File: src/rtl/rv_inst_decoder.sv
// rv_inst_decoder: RV32I instruction decoder feeding a small in-order output FIFO
module rv_inst_decoder #(
  parameter int WORD_SIZE = 32,
  parameter int FIFO_DEPTH = 2
) (
  input  logic                 clk,
  input  logic                 rst,
  input  logic                 in_valid,
  output logic                 in_ready,
  input  logic [WORD_SIZE-1:0] in_instr,
  output logic                 out_valid,
  input  logic                 out_ready,
  output logic [5:0]           out_inst,
  output logic [4:0]           out_rs1,
  output logic [4:0]           out_rs2,
  output logic [4:0]           out_rd,
  output logic [WORD_SIZE-1:0] out_imm,
  output logic                 out_illegal,
  output logic [31:0]          inst_count
);
  localparam int PW = $clog2(FIFO_DEPTH);
  localparam int CW = PW + 1;
  typedef enum logic [5:0] {
    ADDI, SLTI, SLTIU, ORI, XORI, ANDI, SLLI, SRLI, SRAI, JALR,
    LW, LB, LH, LBU, LHU,
    ADD, SUB, SLL, SLT, SLTU, XOR, SRL, SRA, OR, AND,
    LUI, AUIPC, JAL, SW, SB, SH,
    BEQ, BNE, BLT, BLTU, BGE, BGEU, NO_INST
  } inst_t;
  typedef enum logic [2:0] {F_R, F_I, F_SH, F_S, F_B, F_U, F_J} fmt_t;
  typedef struct packed {
    logic [5:0]           inst;
    logic [4:0]           rs1;
    logic [4:0]           rs2;
    logic [4:0]           rd;
    logic [WORD_SIZE-1:0] imm;
    logic                 illegal;
  } entry_t;
  inst_t code;
  fmt_t fmt;
  entry_t dec;
  entry_t mem [FIFO_DEPTH];
  logic [PW-1:0] wp, rp;
  logic [CW-1:0] count;
  logic push, pop, ill, f7_z, f7_alt;
  logic [2:0] f3;
  assign f3 = in_instr[14:12];
  assign f7_z = in_instr[31:25] == 7'b0000000;
  assign f7_alt = in_instr[31:25] == 7'b0100000;
  // Map opcode, funct3 and funct7 onto an instruction code and its operand format
  always_comb begin
    code = NO_INST;
    fmt = F_R;
    case (in_instr[6:0])
      7'b0010011: begin
        fmt = (f3 == 3'd1 || f3 == 3'd5) ? F_SH : F_I;
        case (f3)
          3'd0: code = ADDI;
          3'd1: code = f7_z ? SLLI : NO_INST;
          3'd2: code = SLTI;
          3'd3: code = SLTIU;
          3'd4: code = XORI;
          3'd5: code = f7_z ? SRLI : (f7_alt ? SRAI : NO_INST);
          3'd6: code = ORI;
          default: code = ANDI;
        endcase
      end
      7'b1100111: begin
        fmt = F_I;
        code = f3 == 3'd0 ? JALR : NO_INST;
      end
      7'b0000011: begin
        fmt = F_I;
        case (f3)
          3'd0: code = LB;
          3'd1: code = LH;
          3'd2: code = LW;
          3'd4: code = LBU;
          3'd5: code = LHU;
          default: code = NO_INST;
        endcase
      end
      7'b0110011: begin
        case (f3)
          3'd0: code = f7_z ? ADD : (f7_alt ? SUB : NO_INST);
          3'd1: code = f7_z ? SLL : NO_INST;
          3'd2: code = f7_z ? SLT : NO_INST;
          3'd3: code = f7_z ? SLTU : NO_INST;
          3'd4: code = f7_z ? XOR : NO_INST;
          3'd5: code = f7_z ? SRL : (f7_alt ? SRA : NO_INST);
          3'd6: code = f7_z ? OR : NO_INST;
          default: code = f7_z ? AND : NO_INST;
        endcase
      end
      7'b0110111: begin
        fmt = F_U;
        code = LUI;
      end
      7'b0010111: begin
        fmt = F_U;
        code = AUIPC;
      end
      7'b1101111: begin
        fmt = F_J;
        code = JAL;
      end
      7'b0100011: begin
        fmt = F_S;
        case (f3)
          3'd0: code = SB;
          3'd1: code = SH;
          3'd2: code = SW;
          default: code = NO_INST;
        endcase
      end
      7'b1100011: begin
        fmt = F_B;
        case (f3)
          3'd0: code = BEQ;
          3'd1: code = BNE;
          3'd4: code = BLT;
          3'd5: code = BGE;
          3'd6: code = BLTU;
          3'd7: code = BGEU;
          default: code = NO_INST;
        endcase
      end
      default: code = NO_INST;
    endcase
  end
  assign ill = code == NO_INST;
  // Zero the register fields a format does not use and build its immediate
  always_comb begin
    dec.inst = code;
    dec.illegal = ill;
    dec.rd = (ill || fmt == F_S || fmt == F_B) ? 5'd0 : in_instr[11:7];
    dec.rs1 = (ill || fmt == F_U || fmt == F_J) ? 5'd0 : in_instr[19:15];
    dec.rs2 = (!ill && (fmt == F_R || fmt == F_S || fmt == F_B)) ? in_instr[24:20] : 5'd0;
    dec.imm = ill ? '0 :
              fmt == F_I  ? WORD_SIZE'($signed(in_instr[31:20])) :
              fmt == F_SH ? WORD_SIZE'(in_instr[24:20]) :
              fmt == F_S  ? WORD_SIZE'($signed({in_instr[31:25], in_instr[11:7]})) :
              fmt == F_B  ? WORD_SIZE'($signed({in_instr[31], in_instr[7], in_instr[30:25], in_instr[11:8], 1'b0})) :
              fmt == F_U  ? WORD_SIZE'({in_instr[31:12], 12'b0}) :
              fmt == F_J  ? WORD_SIZE'($signed({in_instr[31], in_instr[19:12], in_instr[20], in_instr[30:21], 1'b0})) :
              '0;
  end
  assign in_ready = !rst && count != CW'(FIFO_DEPTH);
  assign out_valid = count != '0;
  assign push = in_valid && in_ready;
  assign pop = out_valid && out_ready;
  assign out_inst = mem[rp].inst;
  assign out_rs1 = mem[rp].rs1;
  assign out_rs2 = mem[rp].rs2;
  assign out_rd = mem[rp].rd;
  assign out_imm = mem[rp].imm;
  assign out_illegal = mem[rp].illegal;
  // Pointer, occupancy and popped-item bookkeeping
  always_ff @(posedge clk or posedge rst) begin
    if (rst) begin
      wp <= '0;
      rp <= '0;
      count <= '0;
      inst_count <= '0;
    end else begin
      if (push) wp <= wp + PW'(1);
      if (pop) rp <= rp + PW'(1);
      count <= count + CW'(push) - CW'(pop);
      if (pop) inst_count <= inst_count + 32'd1;
    end
  end
  // Entry storage needs no reset: a slot is only read once count covers it
  always_ff @(posedge clk) begin
    if (push) mem[wp] <= dec;
  end
endmodule

File: config.mk
export PLATFORM = sky130hd
export DESIGN_NAME = rv_inst_decoder
export DESIGN_NICKNAME = d
export VERILOG_FILES = /design/src/rtl/rv_inst_decoder.sv
export SDC_FILE = /design/constraint.sdc
export NUM_CORES = 1
export LEC_CHECK = 0
export CAP_MARGIN = 0
export CORE_MARGIN = 2
export CORE_UTILIZATION = 53
export CTS_CLUSTER_SIZE = 12
export DETAILED_ROUTE_END_ITERATION = 7
export PLACE_DENSITY = 0.89
export SLEW_MARGIN = 25
export SYNTH_ARGS = -nofsm -noshare
export SYNTH_HDL_FRONTEND = slang
export SYNTH_SLANG_ARGS = --single-unit
File: constraint.sdc
create_clock -name clk -period 4 [get_ports clk]
set_input_delay 0.8 -clock clk [delete_from_list [all_inputs] [get_ports clk]]
set_output_delay 0.8 -clock clk [all_outputs]
set_load 0.005 [all_outputs]
==> reports/results.txt <==
Family with the most delay on the worst path: simple AND/OR/NAND/NOR gates
Clock tree sinks: 144
Yosys cell types: 61
Syn Area/Cell: 12.05 sq um
Total track usage: 25.73%
Critical Path Slowest Stage Cell: clkdlybuf4s50_1
Placed cell count: 868
Slew margin rel.: 50.62%
Final #Nets: 754
Die area: 0.01415 sq mm
Setup slack after layout: 0.7140 ns
Via count: 5352
Crit. End Element: flop
Vias in the first global route: 5376
First-pass GRT wire length: 28500 um
Chip width: 119.0 um
TritonCTS buffer count: 17
Root Buffer: clkbuf_16
Post-CTS Hold Buffers: 0
Worst setup path class: primary input to flop
Input/output buffers: 123
Post-synthesis register bit count: 144
Final Hold Viols: 0
Diodes inserted: 0
IO Count: 124
FILL cells: 826
Commonest non-fill, non-tap cell in the layout: clkdlybuf4s50_1
EDFF count, synth: 108
Placer Congestion: 0.9322
Area of the core: 0.01277 sq mm
RSZ-0062 raised after global routing: no
Vias per inst: 5.947
Worst-margin pin slew: 0.7407 ns
Post-synthesis sequential area ratio: 59.17%
Max_cap viols: 0
Synthesized Nets: 620
Synth warn: 0
Total grt overflow: 0
Hpwl dp: 12180 um
Hold WC Path Type: flop to flop
DRC viols: 0
Fin util: 71.35%
Iter 0 DRT Violations: 493
CTS tree: built
Initial antenna violation count: 0
Detailed Route WL: 17950 um
Initial DRT Pass Iterations: 5
Pleak: 3.443 nW
Initial Utilization: 54.82%
Post-Route Setup TNS: 0 ns
Max Slew Vio Count: 0
Ys flop type: edfxtp_1
Total setup buffers inserted after CTS: 0
Slowest stage delay, CP: 0.53 ns
Fin crit share: 82.15%
Syn Std Cell Area: 0.007003 sq mm
PD cells: 520.4 mW/mm^2
Commonest non-fill, non-tap cells in the layout: 123 x clkdlybuf4s50_1, 108 x edfxtp_1, 55 x mux2_2, 51 x nand2_1, 47 x nor2_1
WL/cell: 19.94 um
Final Non-Filler Cells: 900
Async S/R FF share, synth: 25.00%
# rows: 41
Post-cts sizing count: 0
Die Y: 119.0 um
F_max: 0.3043 GHz
Status: completed
Crit path required time: 4.15 ns
Largest net degree at the start of global routing: 55
Final setup vio count: 0
CP Data Arrival Time: 3.44 ns
Setup crit start kind: primary input
Reg clk slew, reported paths: 0.06 ns
CP max FO: 49
Clock Latency Late Sink: 0.42 ns
H-tree depth: 4
CTS max path bufs: 2
Top post-synthesis cells by area: edfxtp_1 46%, dfrtp_1 13%, mux2_2 8.8%, xnor2_1 3.4%, nand2_1 2.7%
Area delta synth->final: 30.14%
Buf/Inv on CP: 2
Share of cells above drive strength 1: 17.17%
Area share of the largest cell type after synthesis: 46.31%
Worst path cell trace: clkdlybuf4s50_1, nand4bb_1, or3_4, a2111oi_4, o31ai_1, nand4_2, and3_2, buf_12, nor2_1
Setup WS pre-CTS: 0.3449 ns
Routed Antenna Nets: 0
Clock Skews: 0.009375 ns
Post-synth top area cell: edfxtp_1
Syn Inst Count: 581
Peak VDD IR: 295.0 uV
Fin crit period: 3.286 ns
## power by group
part / total [W] / internal (W) / switching (W)
clock: 0.00161 / 0.00100 / 0.000609
sequential: 0.00190 / 0.00178 / 0.000120
combinational: 0.00123 / 0.000700 / 0.000530
## sequential cells by signal, summed over array words and instances (netlist names)
register    flops
mem           108
count           2
inst_count     32
wp              1
rp              1
## worst register-to-register path, cell delays in order, from the launching register on
cell and delay (ns):
dfrtp_1 0.43, o21a_1 0.35, nand3_1 0.25, nor3_1 0.48, and4_1 0.30, and4_1 0.33
nand3_1 0.13, xnor2_1 0.14
## cell families after synthesis
| group | Yosys count | synth area share [%] |
|---|---|---|
| AO/OA/AOI/OAI | 116 | 10.93 |
| XOR/XNOR | 38 | 4.753 |
| adder cells (fa/ha/maj) | 3 | 0.5361 |
| buffers and inverters | 44 | 2.912 |
| flip-flops | 144 | 59.17 |
| multiplexers | 55 | 8.844 |
| AND/OR/NAND/NOR | 181 | 12.85 |
## metal layers
metal	wire length, um	track usage, %	up-vias	part of all wire (%)
li1	-	-	2411	-
met1	7066	33.47	2616	39
met2	9058	42.71	284	50
met3	1308	4.693	41	7.3
met4	515	10.49	0	2.9
met5	0	0	-	0
## path summary, 6_finish.rpt
path                                 from        endpoint  slack [ns]  depth (start not counted)
min in group asynchronous             rst   inst_count[5]        0.83                          2
max in group asynchronous             rst              rp        2.63                          3
setup / recovery              in_instr[3]      mem[0][10]        0.71                          9
hold reg to reg            inst_count[31]  inst_count[31]        0.47                          1
hold / removal             inst_count[31]  inst_count[31]        0.47                          1
setup reg to reg                 count[1]  inst_count[28]        1.46                          7
## final cells by class
class	count	area (sq um)	share of cell area (%)
clock buffer	20	446.7	4.901
clock inverter	12	158.9	1.744
inverter	8	30.03	0.3295
multi-input combinational	393	2664	29.23
sequential	144	4145	45.48
tap	172	215.2	2.361
timing repair buffer	151	1454	15.95
## Yosys cell counts (3+ instances only)
| cell type | instances |
|---|---|
| nand3_1 | 25 |
| o21a_1 | 14 |
| and3_1 | 7 |
| buf_6 | 3 |
| nor2b_1 | 3 |
| xnor2_1 | 27 |
| and4_1 | 4 |
| buf_2 | 10 |
| nor3_1 | 9 |
| o21bai_1 | 3 |
| a21o_1 | 9 |
| inv_1 | 8 |
| nand4_1 | 7 |
| edfxtp_1 | 108 |
| nand2b_1 | 5 |
| nor3b_1 | 5 |
| nor2_1 | 48 |
| a21oi_1 | 32 |
| a22oi_1 | 7 |
| mux2_2 | 55 |
| dfrtp_1 | 36 |
| nand2_1 | 51 |
| o21ai_0 | 26 |
| ha_1 | 3 |
| xor2_1 | 11 |
| buf_1 | 3 |
| clkbuf_1 | 19 |
| a21boi_0 | 3 |
## per-stage QoR
stage	hold WS (ns)	total power [W]	area [sq um]
floorplan	0.4608	0.002502	7003
global route	0.4935	0.004916	9114
global placement	0.4629	0.003107	8508
CTS	0.4820	0.004759	9114
finish	0.4732	0.004743	9114
detailed placement	0.4695	0.003137	8508
Note: power is estimated with default switching activity, not from simulation.
